**src/rtl/fib_pkg.sv**
```systemverilog
// fib_pkg: shared FSM state encoding and ALU opcode constants for fib_seq
package fib_pkg;
    typedef enum logic [1:0] {
        IDLE = 2'd0,
        RUN  = 2'd1,
        DONE = 2'd2
    } state_t;
    localparam logic [4:0] ALU_NOP = 5'd0;
    localparam logic [4:0] ALU_ADD = 5'd1;
    localparam logic [4:0] ALU_SUB = 5'd2;
    localparam logic [4:0] ALU_AND = 5'd3;
    localparam logic [4:0] ALU_OR  = 5'd4;
    localparam logic [4:0] ALU_XOR = 5'd5;
    localparam logic [4:0] ALU_NOR = 5'd6;
endpackage

```
**src/rtl/fib_seq.sv**
```systemverilog
// fib_seq: Fibonacci-style term generator f(n) that borrows an external ALU for every addition.
// Ports: clk/rst_n (async active-low reset); start, f0, f1, n request a computation in IDLE;
// alu_a/alu_b/alu_op drive the external ALU and alu_out is its same-cycle result;
// busy is high outside IDLE; res/res_valid/res_ready is the result handshake; ovf is the
// sticky signed-overflow flag, only live when FIB_OVF_DETECT_EN is defined (tied 0 otherwise).
module fib_seq
    import fib_pkg::*;
#(
    parameter int NW = 8
) (
    input  logic               clk,
    input  logic               rst_n,
    input  logic               start,
    input  logic signed [31:0] f0,
    input  logic signed [31:0] f1,
    input  logic [NW-1:0]      n,
    output logic signed [31:0] alu_a,
    output logic signed [31:0] alu_b,
    output logic [4:0]         alu_op,
    input  logic [31:0]        alu_out,
    output logic               busy,
    output logic [31:0]        res,
    output logic               res_valid,
    input  logic               res_ready,
    output logic               ovf
);
    state_t             state_q, state_d;
    logic signed [31:0] a_q, a_d, b_q, b_d;
    logic [NW-1:0]      cnt_q, cnt_d;
    logic [31:0]        res_q, res_d;
    logic               run, accept;
    assign run       = state_q == RUN;
    assign accept    = state_q == IDLE && start;
    assign alu_a     = run ? a_q : '0;
    assign alu_b     = run ? b_q : '0;
    assign alu_op    = run ? ALU_ADD : ALU_NOP;
    assign busy      = state_q != IDLE;
    assign res_valid = state_q == DONE;
    assign res       = res_q;
    always_comb begin
        state_d = state_q;
        a_d     = a_q;
        b_d     = b_q;
        cnt_d   = cnt_q;
        res_d   = res_q;
        if (accept) begin
            a_d     = f0;
            b_d     = f1;
            cnt_d   = n - NW'(1);
            state_d = n < NW'(2) ? DONE : RUN;
            res_d   = n < NW'(2) ? (n == '0 ? f0 : f1) : res_q;
        end else if (run) begin
            a_d   = b_q;
            b_d   = alu_out;
            cnt_d = cnt_q - NW'(1);
            // cnt==1 marks the addition that produces f(n) itself
            if (cnt_q == NW'(1)) begin
                res_d   = alu_out;
                state_d = DONE;
            end
        end else if (res_valid && res_ready) begin
            state_d = IDLE;
        end
    end
    always_ff @(posedge clk or negedge rst_n) begin
        if (!rst_n) begin
            state_q <= IDLE;
            a_q     <= '0;
            b_q     <= '0;
            cnt_q   <= '0;
            res_q   <= '0;
        end else begin
            state_q <= state_d;
            a_q     <= a_d;
            b_q     <= b_d;
            cnt_q   <= cnt_d;
            res_q   <= res_d;
        end
    end
`ifdef FIB_OVF_DETECT_EN
    logic ovf_q, ovf_d;
    // Signed overflow: operands agree in sign but the sum does not
    always_comb ovf_d = accept ? 1'b0 :
                        (run && a_q[31] == b_q[31] && alu_out[31] != a_q[31]) ? 1'b1 : ovf_q;
    always_ff @(posedge clk or negedge rst_n) begin
        if (!rst_n) ovf_q <= 1'b0;
        else        ovf_q <= ovf_d;
    end
    assign ovf = ovf_q;
`else
    assign ovf = 1'b0;
`endif
endmodule

```
**config.mk**
```make
export PLATFORM = sky130hd
export DESIGN_NAME = fib_seq
export DESIGN_NICKNAME = d
export VERILOG_FILES = /design/src/rtl/fib_pkg.sv /design/src/rtl/fib_seq.sv
export SDC_FILE = /design/constraint.sdc
export NUM_CORES = 1
export LEC_CHECK = 0
export ABC_AREA = 0
export ABC_CLOCK_PERIOD_IN_PS = 1950
export CAP_MARGIN = 5
export CORE_AREA = 2 2 134 136
export DETAILED_ROUTE_END_ITERATION = 8
export DIE_AREA = 0 0 136 138
export GPL_ROUTABILITY_DRIVEN = 1
export GPL_TIMING_DRIVEN = 0
export PLACE_DENSITY = 0.62
export RECOVER_POWER = 25
export SLEW_MARGIN = 20
export SYNTH_ARGS = -nofsm -noshare
export SYNTH_HDL_FRONTEND = slang
export SYNTH_SLANG_ARGS = --single-unit
export TNS_END_PERCENT = 50
```
**constraint.sdc**
```tcl
create_clock -name clk -period 1.95 [get_ports clk]
set_clock_uncertainty 0.15 [all_clocks]
set_input_delay 0.39 -clock clk [delete_from_list [all_inputs] [get_ports clk]]
set_output_delay 0.39 -clock clk [all_outputs]
set_load 0.01 [all_outputs]
```
* Yosys cells after proc, flatten, opt, wreduce, memory -nomap -nowiden
Index checks and enable logic that the tools add are counted.
** Storage, ports and cells
- Register bits :: 106
- Latch bits :: 0
- RAM bits :: 0
- Bits in read-only memories :: 0
- Input bits :: 108
- Memories kept :: 0
** Cells by class
- $add $sub $neg :: 2
- Multiply operators :: 0
- Div/mod/pow operators :: 0
- $lt $le $gt $ge :: 1
- Eq/ne operators :: 5
- Shifts and indexed selects :: 0
- Multiplexer cells :: 19
- Bitwise logic cells :: 0
- Reduce and logical (&&, ||, !) cells :: 10
** Operators by type and width (count)
- two-way mux 32 bit :: 11
- two-way mux 8 bit :: 2
- subtractor 8 x 1 -> 8 bit (second input constant) :: 2
- two-way mux 2 bit :: 5
- == test 8 x 1 -> 1 bit (second input constant) :: 1
- logical NOT 8 bit :: 1
- < comparator 8 x 2 -> 1 bit (second input constant) :: 1
- nonzero test 2 bit :: 3
- != test 3 x 1 -> 1 bit (second input constant) :: 1
- AND reduction 3 bit :: 1
- nonzero test 3 bit :: 1
- == test 2 x 1 -> 1 bit (second input constant) :: 1
- == test 2 bit (second input constant) :: 1
- logical AND 1 bit :: 2
- logical NOT 2 bit :: 1
- != test 2 x 1 -> 1 bit (second input constant) :: 1
- AND reduction 2 bit :: 1
- two-way mux 1 bit :: 1

* Logic depth before layout (Yosys ltp)
Gate-level depths: netlist of the first run.
- Depth in word-level cells :: 5
- Gate-level depth with buffers :: 8
- Gate-level depth less buffers :: 6

* Least setup slack after synthesis of the first run
Ideal clock, no wire load.
- Kind :: input to register
- From :: input n[0]
- To :: register res_q[23], in the netlist res[23]
- Library setup time :: 125 ps
- Arrival time :: 1889 ps
- Path slack :: -214 ps
- Stages on the path :: 8
- Cells stage by stage :: inv_1 > ha_1 > or4b_1 > clkbuf_1 > clkbuf_1 > o21ai_0 > a31oi_1 > mux2_2
** Between the ends
- Cells in the longest elaborated chain, start to end :: 4
** RTL lines
- from (decl) :: RTL line fib_seq.sv:16 : input logic [NW-1:0] n,
- parallel branches: the longest is 4 deep, another holds < comparator 8 x 2 -> 1 bit
- to (signal assigned) :: RTL line fib_seq.sv:77 : res_q <= res_d;
- to (decl) :: RTL line fib_seq.sv:30 : logic [31:0] res_q, res_d;
Parallel ways; which one is timed is not known. The select of a mux whose other input is x is not followed.
A chain may end at the register's enable or synchronous reset.

* Worst setup path after layout of the first run
- From :: register state_q[0]
- To :: output alu_a[2]
** Between the ends
- Cells in the longest elaborated chain, start to end :: 2
** RTL lines
- from (decl) :: RTL line fib_seq.sv:27 : state_t state_q, state_d;
- from (signal assigned) :: RTL line fib_seq.sv:73 : state_q <= state_d;
- == test 2 x 1 -> 1 bit :: RTL line fib_seq.sv:32 : assign run = state_q == RUN;
- two-way mux 32 bit :: RTL line fib_seq.sv:34 : assign alu_a = run ? a_q : '0;
- to (decl) :: RTL line fib_seq.sv:17 : output logic signed [31:0] alu_a,
Every way passes these cells.

==> results of run 1 <==
-- area by class of cell --
class	count	area, um^2
sequential	106	2660
timing repair inverter	1	6.26
multi-input combinational	484	3100
timing repair buffer	249	2630
inverter	6	40.0
tap	229	287
clock buffer	11	243
fill	1597	8020
buffer	52	495
antenna	1	2.50
clock inverter	4	51.3
-- flip-flops by register name, indices dropped and copies added, names as in the netlist --
name     cells
b_q         32
state_q      2
cnt_q        8
res         32
a_q         32
-- cells by family after synthesis --
| group | synth area share (%) |
|---|---|
| buffers and inverters | 5.17 |
| AOI/OAI and AO/OA | 17.6 |
| muxes | 7.36 |
| xor gates and xnor gates | 1.52 |
| and+or+nand+nor | 21.6 |
| other | 0.0651 |
| adders and majority gates | 0.652 |
| DFF | 46.1 |
-- what timing repair did --
item / CTS / global route
gates cloned: 3 / 4
hold endpoints to repair: 51 / 0
buffers inserted: 14 / 21
hold buffers: 1 / 0
resized for setup: 449 / 93
pin swaps: 27 / 31
endpoints found under the setup margin: 172 / 161
-- through the flow --
step	utilization (%)	instances	setup slack, ns
3_5_place_dp	46.9	1091	-1.36
4_1_cts	51.9	1122	-0.251
2_1_floorplan	-	655	-0.110
6_report	54.3	1143	-0.237
5_1_grt	54.3	1143	-0.278
3_3_place_gp	46.7	1090	-4.09
-- placed cells by master (no fill, tap or decap), types with 32 or more instances in the layout --
cell type                         instances
sky130_fd_sc_hd__nand2_1                104
sky130_fd_sc_hd__buf_4                   33
sky130_fd_sc_hd__a22oi_1                 32
sky130_fd_sc_hd__nand3_1                 34
sky130_fd_sc_hd__o21ai_0                 34
sky130_fd_sc_hd__a31oi_1                 33
sky130_fd_sc_hd__dfrtp_1                104
sky130_fd_sc_hd__clkdlybuf4s50_1        129
sky130_fd_sc_hd__nor2_1                  38
sky130_fd_sc_hd__a21oi_1                 35
sky130_fd_sc_hd__buf_6                   77
sky130_fd_sc_hd__and2_4                  64
-- where the power goes --
| part | switching [mW] | total (mW) | internal, mW |
|---|---|---|---|
| Combinational | 0.306 | 0.731 | 0.425 |
| Sequential | 0.0786 | 2.41 | 2.33 |
| Clock | 0.863 | 1.89 | 1.03 |
-- critical path: stages, from the launching register on --
cell	delay [ns]
sky130_fd_sc_hd__dfrtp_2	0.45
sky130_fd_sc_hd__nand2b_4	0.14
sky130_fd_sc_hd__clkinv_8	0.10
sky130_fd_sc_hd__clkbuf_16	0.19
sky130_fd_sc_hd__clkbuf_16	0.16
sky130_fd_sc_hd__and2_4	0.14
sky130_fd_sc_hd__buf_6	0.11
-- per-layer routing --
layer  GRT usage (%)  vias to the layer above  share of wire (%)
li1                -                     2765                  -
met1            32.0                     2880                 45
met2            36.2                      256                 45
met3            4.66                       42                7.1
met4            8.94                        0                2.9
met5               0                        -                  0
-- worst max-delay path by stage --
| stage | depth (start not counted) | slack, ns | to | start |
|---|---|---|---|---|
| after floorplan | 4 | -0.11 | res[10] | n[1] |
| after global placement | 1 | -4.09 | b_q[19] | rst_n |
| after detailed placement | 7 | -1.36 | a_q[3] | start |
| after CTS | 7 | -0.25 | alu_a[2] | state_q[0] |
| after global routing | 6 | -0.28 | alu_a[2] | state_q[1] |
| final | 6 | -0.24 | alu_a[2] | state_q[0] |
==> key figures, run 1 <==
Timing
  – Final hold violation count: 0
  – Setup repair after global routing missed its margin: true
  – # setup viols final: 97
  – Worst slew margin relative to its limit: around 49%
  – Slew at the pin closest to its max-slew limit: just under 0.8 ns
  – Pins over their slew limit: 0
  – Maximum frequency from static timing analysis: between 400 and 500 MHz
  – Post-layout min period: 2.19 ns
  – Worst hold margin: around 0.33 ns
  – Final Cycle Share: 112%
  – Setup ws final: -0.237 ns
  – Final total negative setup slack: -14.90 ns

Pwr
  – Power per cell area: 529 mW/mm^2
  – Leakage: just over 4 nW
  – IR drop worst, VDD: around 0.00043 V
  – Tot Pwr: 5.03 mW

Yosys
  – Netlist Area Pre-Place: about 0.0058 mm^2
  – Number of enable flip-flop cells after synthesis: 0
  – Cell taking the most area after synthesis: sky130_fd_sc_hd__dfrtp_1
  – Most frequent cell after synthesis: sky130_fd_sc_hd__dfrtp_1
  – Netlist cell types: 43
  – Fraction of synthesized cell area taken by the top area cell type: 46.1%
  – Flip-flop cell with the highest count after synthesis: sky130_fd_sc_hd__dfrtp_1
  – Number of register bits inferred by synthesis: 106
  – Count of mapped cells out of synthesis: roughly 650
  – Synthesis warning total: 0
  – Top cells by instance count after synthesis: sky130_fd_sc_hd__dfrtp_1, sky130_fd_sc_hd__nand2_1, sky130_fd_sc_hd__and2_1, sky130_fd_sc_hd__o21ai_0, sky130_fd_sc_hd__nor2_1
  – Async S/R FF share, synth: between 90% and 100%
  – Synth area leaders: sky130_fd_sc_hd__dfrtp_1, sky130_fd_sc_hd__and2_1, sky130_fd_sc_hd__nand2_1
  – Mean instance size in the synthesized netlist: around 8.8 um^2
  – Sequential element share of the synthesized area: a little under half

Placement
  – Post-DP HPWL: between 15000 and 20000 um
  – Placer Congestion: 0.800
  – Port bufs: around 210
  – Post-DP Area: 0.00822 mm^2

Min path
  – Hold Crit Depth: 2
  – Hold Path Sink: b_q[15]
  – Worst hold start: b_q[15]
  – Path class of the lowest-slack min-delay path: flop to flop

Detailed routing
  – Starting DRC count in detailed routing: slightly above 400
  – Number of remaining DRC errors: 0
  – Final antenna-violating net count: 0
  – Average via count per standard cell: 5.20
  – Detailed Routing Iterations Pass 1: 5
  – Drt total wl: approximately 22000 um
  – Per-cell routed wire length: ~20 um
  – Routed vias: approximately 5900

Final layout
  – Relative area change from synthesis to final layout: 65.3%
  – Total number of nets in the final design: slightly above 1000
  – Fraction of layout cells with a size suffix above 1: 31.7%
  – Post-layout instance area: approximately 0.0095 mm^2

Floorplan
  – Placeable core region: 0.0175 mm^2
  – Std cell rows: just under 50
  – Number of top-level pins: approximately 210
  – Initial Utilization: between 30% and 40%
  – Height of the die: around 140 um
  – Die X-Extent: about 140 um
  – Die area: about 0.019 mm^2

Clocking
  – Cell at the root of the clock tree: sky130_fd_sc_hd__clkbuf_16
  – Number of clock buffers inserted by TritonCTS: 9
  – Number of buffers on the longest clock path: 2
  – Count of clock tree sinks: 106
  – TritonCTS clock tree: done
  – Level count of the clock H-tree: 3
  – CTS clock-pin slew for the worst setup and hold paths: about 0.07 ns
  – Clock latency on the worst-skew pair: approximately 0.36 ns

Worst setup path
  – Terminus of the critical flop-to-flop path: res[13]
  – Critical Path End Type: output pin
  – Logic depth of the worst register-to-register path: 7
  – Origin of the critical flop-to-flop path: state_q[1]
  – Crit Path Category: flop to output pin
  – Critical-path maximum fanout: 8
  – Crit path required time: between 1 and 1.5 ns
  – Critical Path Source Type: flop
  – Worst reg-to-reg setup slack: -0.20 ns
  – Worst path arrival time: around 1.7 ns

Global routing
  – Number of global-route vias before repair: between 5000 and 6000
  – Remaining global-route overflow: 0
  – Global-route total usage across every layer: 23.3%
  – Pin count of the biggest net entering global routing: 56
  – Wire length of the first global-routing pass: ~33000 um
  – Antenna violations before repair: 2

Job
  – Max-cap check violation count: 0

Run status
  – Run status: finished, violations left
  – Failing checks: setup timing
No activity file was read; power rests on OpenSTA's default activity.
==> inputs of run 2 (changes only) <==
- ABC_CLOCK_PERIOD_IN_PS: 1950 -> default
- CELL_PAD_IN_SITES_DETAIL_PLACEMENT: default -> 2
- CELL_PAD_IN_SITES_GLOBAL_PLACEMENT: default -> 2
- CORE_AREA: 2 2 134 136 -> 2 2 162 164
- DIE_AREA: 0 0 136 138 -> 0 0 164 166
- PLACE_DENSITY: 0.62 -> 0.72
==> key figures, run 2 (same netlist as run 1, synthesis figures left out) <==
Run status
  – Run status: finished, violations left
  – Failing checks: setup timing

Pwr
  – Leakage: between 4 and 5 nW
  – Proportion of total power due to net switching: a little over a quarter
  – Sw Pwr: between 1 and 1.5 mW
  – Cell internal pwr: ~4 mW
  – Power per cell area: approximately 540 mW/mm^2
  – Sequential share of power: 45.6%
  – Combinational group share of total power: between 10% and 20%
  – Clock network power share: 39.9%
  – IR drop worst, VDD: between 0.0003 and 0.0004 V

Worst setup path
  – Count of buffer and inverter cells on the critical path: 5
  – Cell with the most instances on the worst path: sky130_fd_sc_hd__clkbuf_16
  – Crit path required time: roughly 1.4 ns
  – Crit path max-delay family: buffers and inverters
  – Origin of the critical flop-to-flop path: state_q[1]
  – Crit Path Category: flop to output pin
  – CP cell instances: buf_8 -> nand2b_4 -> clkinv_8 -> clkbuf_16 -> clkbuf_16 -> and2_4 -> buf_6
  – Master of the slowest instance on the critical path: sky130_fd_sc_hd__dfrtp_1
  – Worst reg-to-reg setup slack: -0.22 ns
  – Logic depth of the worst register-to-register path: 7
  – Max incr delay on CP: slightly below 0.4 ns
  – Critical Path Source Type: flop
  – Critical Path End Type: output pin
  – Critical-path maximum fanout: 7
  – Terminus of the critical flop-to-flop path: res[12]
  – Worst path arrival time: 1.67 ns

Timing
  – Final Cycle Share: 113%
  – Final hold violation count: 0
  – Final total negative setup slack: -18.54 ns
  – Worst slew margin relative to its limit: between 20% and 30%
  – Post-layout min period: between 2 and 2.5 ns
  – Slew at the pin closest to its max-slew limit: 1.09 ns
  – Setup repair after global routing missed its margin: true
  – Pins over their slew limit: 0
  – Maximum frequency from static timing analysis: 453 MHz
  – Worst hold margin: approximately 0.27 ns
  – Setup ws final: -0.257 ns
  – # setup viols final: 96

Min path
  – Hold Crit Depth: 3
  – Path class of the lowest-slack min-delay path: input pin to flop
  – Hold Path Sink: cnt_q[0]
  – Worst hold start: n[0]

Detailed routing
  – Per-cell routed wire length: 22.5 um
  – Routed vias: between 5000 and 6000
  – Number of remaining DRC errors: 0
  – Drt total wl: about 28000 um
  – Starting DRC count in detailed routing: around 230
  – Average via count per standard cell: 4.74
  – Detailed Routing Iterations Pass 1: 4
  – Final antenna-violating net count: 0

Clocking
  – Number of clock buffers inserted by TritonCTS: 9
  – Level count of the clock H-tree: 3
  – CTS clock-pin slew for the worst setup and hold paths: approximately 0.08 ns
  – TritonCTS clock tree: done
  – Clock latency on the worst-skew pair: 0.35 ns
  – Cell at the root of the clock tree: sky130_fd_sc_hd__clkbuf_16
  – Count of clock tree sinks: roughly 110
  – Number of buffers on the longest clock path: 2

Final layout
  – Most common library cell in the layout ignoring fill and taps: sky130_fd_sc_hd__clkdlybuf4s50_1
  – Relative area change from synthesis to final layout: 69.7%
  – Commonest non-fill, non-tap cells in the layout: sky130_fd_sc_hd__clkdlybuf4s50_1, sky130_fd_sc_hd__dfrtp_1, sky130_fd_sc_hd__nand2_1, sky130_fd_sc_hd__buf_6, sky130_fd_sc_hd__and2_4
  – Fraction of layout cells with a size suffix above 1: a little under a third
  – Number of fill cells in the layout: 2774
  – Finished Layout Cells: between 1000 and 1500
  – Total number of nets in the final design: about 1000

Floorplan
  – Die X-Extent: about 160 um
  – Height of the die: 166 um
  – Placeable core region: 0.0256 mm^2
  – Std cell rows: 59
  – Die area: 0.0272 mm^2
  – Number of top-level pins: about 210
  – Initial Utilization: roughly 22%

Placement
  – Post-DP HPWL: around 19000 um
  – Placement Setup Slack: -1.40 ns
  – Port bufs: 206
  – Placer Congestion: between 0.7 and 0.8
  – Number of placed cells counting well taps: between 1000 and 1500

Global routing
  – Remaining global-route overflow: 0
  – Number of global-route vias before repair: 6436
  – Wire length of the first global-routing pass: between 40000 and 50000 um
  – Global-route total usage across every layer: about a fifth
  – Pin count of the biggest net entering global routing: 69
  – Antenna violations before repair: 1

Job
  – Max-cap check violation count: 0
## run 2: worst min-delay path: stages
cell and delay (ns):
sky130_fd_sc_hd__buf_2 0.15, sky130_fd_sc_hd__inv_4 0.07, sky130_fd_sc_hd__a221o_1 0.13
## run 2: area by class of cell
class / instances / area [um^2] / share of cell area [%]
multi-input combinational: 484 / 3140 / 32.1
sequential: 106 / 2650 / 27.2
timing repair buffer: 248 / 2530 / 25.9
buffer: 56 / 658 / 6.73
tap: 335 / 419 / 4.29
clock buffer: 9 / 225 / 2.30
clock inverter: 7 / 106 / 1.09
inverter: 6 / 40.0 / 0.410
antenna: 1 / 2.50 / 0.0256
## run 2: repair_timing
item,4_1_cts,5_1_grt
pin swaps,7,38
cloned,2,6
endpoints found under the setup margin,172,152
buffers inserted,23,8
gates resized for setup,441,107
hold buffers,1,0
endpoints found under the hold margin,67,0
## run 2: power by group through the flow
stage	registers (mW)	logic, mW	clock network (mW)
2_1_floorplan	2.45	0.222	0
5_1_grt	2.43	0.835	2.25
3_5_place_dp	2.45	0.752	0
3_3_place_gp	2.44	0.723	0
6_report	2.42	0.770	2.12
4_1_cts	2.41	0.761	2.17
## run 2: per-layer routing
| layer | wire [um] | GRT usage, % | vias up |
|---|---|---|---|
| met3 | 757 | 2.32 | 10 |
| met2 | 14500 | 35.3 | 118 |
| met5 | 0 | 0 | - |
| met1 | 12700 | 26.0 | 3050 |
| met4 | 235 | 3.20 | 0 |
| li1 | - | - | 2758 |
## run 2: worst max path at each step
stage | start | end | slack (ns) | cells past startpoint
floorplan | n[1] | res[10] | -0.11 | 4
global placement | rst_n | a_q[17] | -4.38 | 1
detailed placement | start | a_q[27] | -1.40 | 6
CTS | state_q[0] | alu_a[15] | -0.28 | 7
global route | state_q[0] | alu_a[31] | -0.31 | 7
finish | state_q[0] | alu_a[31] | -0.26 | 7
## run 2: metrics by stage
stage | util, % | cell area [um^2] | total power [mW]
after floorplan | - | 5850 | 2.67
after global placement | 32.5 | 8330 | 3.17
after detailed placement | 32.7 | 8380 | 3.20
after CTS | 36.4 | 9320 | 5.34
after global routing | 38.1 | 9770 | 5.51
final | 38.1 | 9770 | 5.30
==> inputs of run 3 (changes only) <==
- CAP_MARGIN: 5 -> 20
- TNS_END_PERCENT: 50 -> default
==> key figures, run 3 (same netlist as run 1, synthesis figures left out) <==
Run status
  – Run status: finished, violations left
  – Failing checks: setup timing

Global routing
  – Remaining global-route overflow: 0
  – Wire length of the first global-routing pass: about 42000 um
  – Number of global-route vias before repair: between 6000 and 7000
  – Antenna violations before repair: 2
  – Pin count of the biggest net entering global routing: 70
  – Global-route total usage across every layer: roughly a fifth

Timing
  – Final Cycle Share: 114%
  – Worst slew margin relative to its limit: roughly 25%
  – Setup repair after global routing missed its margin: true
  – Pins over their slew limit: 0
  – Final hold violation count: 0
  – # setup viols final: around 100
  – Post-layout min period: approximately 2.2 ns
  – Worst hold margin: approximately 0.27 ns
  – Slew at the pin closest to its max-slew limit: ~1.1 ns
  – Setup ws final: -0.278 ns
  – Maximum frequency from static timing analysis: between 400 and 500 MHz

Pwr
  – Sequential share of power: approximately 48%
  – Power per cell area: 513 mW/mm^2
  – Proportion of total power due to net switching: 26.9%
  – Leakage: approximately 4.3 nW
  – Sw Pwr: between 1 and 1.5 mW
  – Combinational group share of total power: 15.2%
  – Clock network power share: a little under two fifths
  – Cell internal pwr: around 3.7 mW
  – IR drop worst, VDD: roughly 0.00031 V

Clocking
  – Clock latency on the worst-skew pair: between 0.3 and 0.4 ns
  – Cell at the root of the clock tree: sky130_fd_sc_hd__clkbuf_16
  – Count of clock tree sinks: approximately 110
  – Number of clock buffers inserted by TritonCTS: 9
  – Number of buffers on the longest clock path: 2
  – Level count of the clock H-tree: 3
  – TritonCTS clock tree: done
  – CTS clock-pin slew for the worst setup and hold paths: approximately 0.080 ns

Job
  – Max-cap check violation count: 0

Detailed routing
  – Routed vias: between 6000 and 7000
  – Per-cell routed wire length: around 23 um
  – Final antenna-violating net count: 0
  – Starting DRC count in detailed routing: roughly 230
  – Detailed Routing Iterations Pass 1: 5
  – Average via count per standard cell: 4.80
  – Drt total wl: roughly 29000 um
  – Number of remaining DRC errors: 0

Worst setup path
  – Worst reg-to-reg setup slack: -0.27 ns
  – Origin of the critical flop-to-flop path: state_q[1]
  – CP cell instances: nand2b_4 -> clkinv_8 -> clkbuf_16 -> clkbuf_16 -> and2_4 -> buf_6
  – Master of the slowest instance on the critical path: sky130_fd_sc_hd__dfrtp_2
  – Critical Path End Type: output pin
  – Crit Path Category: flop to output pin
  – Number of cells on the critical path: 6
  – Worst path arrival time: 1.69 ns
  – Cell with the most instances on the worst path: sky130_fd_sc_hd__clkbuf_16
  – Max incr delay on CP: roughly 0.46 ns
  – Logic depth of the worst register-to-register path: 8
  – Setup crit end: alu_a[20]
  – Critical Path Source Type: flop
  – Crit path max-delay family: buffers and inverters
  – Terminus of the critical flop-to-flop path: res[14]
  – Crit path required time: roughly 1.4 ns
  – Count of buffer and inverter cells on the critical path: 4
  – Critical-path maximum fanout: 8
  – CP Launch Point: state_q[0]

Final layout
  – Relative area change from synthesis to final layout: 72.2%
  – Commonest non-fill, non-tap cells in the layout: sky130_fd_sc_hd__clkdlybuf4s50_1, sky130_fd_sc_hd__nand2_1, sky130_fd_sc_hd__dfrtp_1, sky130_fd_sc_hd__buf_6, sky130_fd_sc_hd__and2_4
  – Fraction of layout cells with a size suffix above 1: 33.0%
  – Total number of nets in the final design: 1034
  – Finished Layout Cells: 1265
  – Most common library cell in the layout ignoring fill and taps: sky130_fd_sc_hd__clkdlybuf4s50_1

Placement
  – Port bufs: approximately 210
  – Post-DP HPWL: about 19000 um
  – Placer Congestion: around 0.8
  – Number of placed cells counting well taps: 1197

Floorplan
  – Die area: 0.0272 mm^2
  – Std cell rows: 59
  – Height of the die: 166 um
  – Placeable core region: 0.0256 mm^2
  – Initial Utilization: 22.5%
  – Die X-Extent: roughly 160 um
  – Number of top-level pins: 212

Min path
  – Path class of the lowest-slack min-delay path: input pin to flop
run 3: layout make-up:
type,instances,area (um^2)
Inverter,6,40.0
Multi-Input combinational cell,484,3150
Fill cell,2745,15700
Buffer,54,613
Sequential cell,106,2660
Antenna cell,2,5.00
Timing Repair inverter,1,8.76
Clock inverter,4,33.8
Clock buffer,12,256
Timing Repair Buffer,261,2740
Tap cell,335,419
run 3: per-stage QoR:
| stage | util, % | TNS (ns) | setup slack [ns] | area, um^2 | power, mW |
|---|---|---|---|---|---|
| after floorplan | - | -3.09 | -0.110 | 5850 | 2.67 |
| after CTS | 37.2 | -22.34 | -0.310 | 9540 | 5.13 |
| after detailed placement | 32.6 | -186.31 | -1.41 | 8360 | 3.19 |
| after global placement | 32.5 | -647.54 | -4.37 | 8330 | 3.17 |
| after global routing | 38.7 | -35.71 | -0.324 | 9920 | 5.29 |
| final | 38.7 | -20.35 | -0.278 | 9920 | 5.09 |
run 3: metal layers:
layer / wire, um / track usage [%]
met1: 12700 / 27.5
met2: 14500 / 35.4
met3: 909 / 1.97
met4: 383 / 5.34
met5: 0 / 0
run 3: worst min-delay path by stage:
stage | to | from | cells after the start | slack (ns)
after floorplan | a_q[0] | rst_n | 0 | -0.06
after global placement | b_q[14] | b_q[14] | 2 | 0.30
after detailed placement | res[3] | rst_n | 1 | 0.19
after CTS | b_q[16] | b_q[16] | 2 | 0.33
after global routing | cnt_q[0] | n[0] | 3 | 0.31
final | cnt_q[0] | n[0] | 3 | 0.27
run 3: worst min-delay path, cell delays in order:
cell and delay (ns):
sky130_fd_sc_hd__buf_2 0.15, sky130_fd_sc_hd__inv_4 0.07, sky130_fd_sc_hd__a221o_1 0.13
run 3: power by group through the flow:
| stage | clock (mW) | combinational, mW | sequential (mW) |
|---|---|---|---|
| detailed placement | 0 | 0.744 | 2.45 |
| finish | 1.89 | 0.774 | 2.42 |
| global route | 2.02 | 0.839 | 2.44 |
| floorplan | 0 | 0.222 | 2.45 |
| CTS | 1.94 | 0.774 | 2.41 |
| global placement | 0 | 0.722 | 2.44 |
run 3: what timing repair did:
action,4_1_cts,5_1_grt
gates resized for setup,484,81
setup endpoints to repair,172,165
cloned,6,3
hold buffers,1,0
pin swaps,30,18
endpoints found under the hold margin,37,0
buffers inserted,30,17
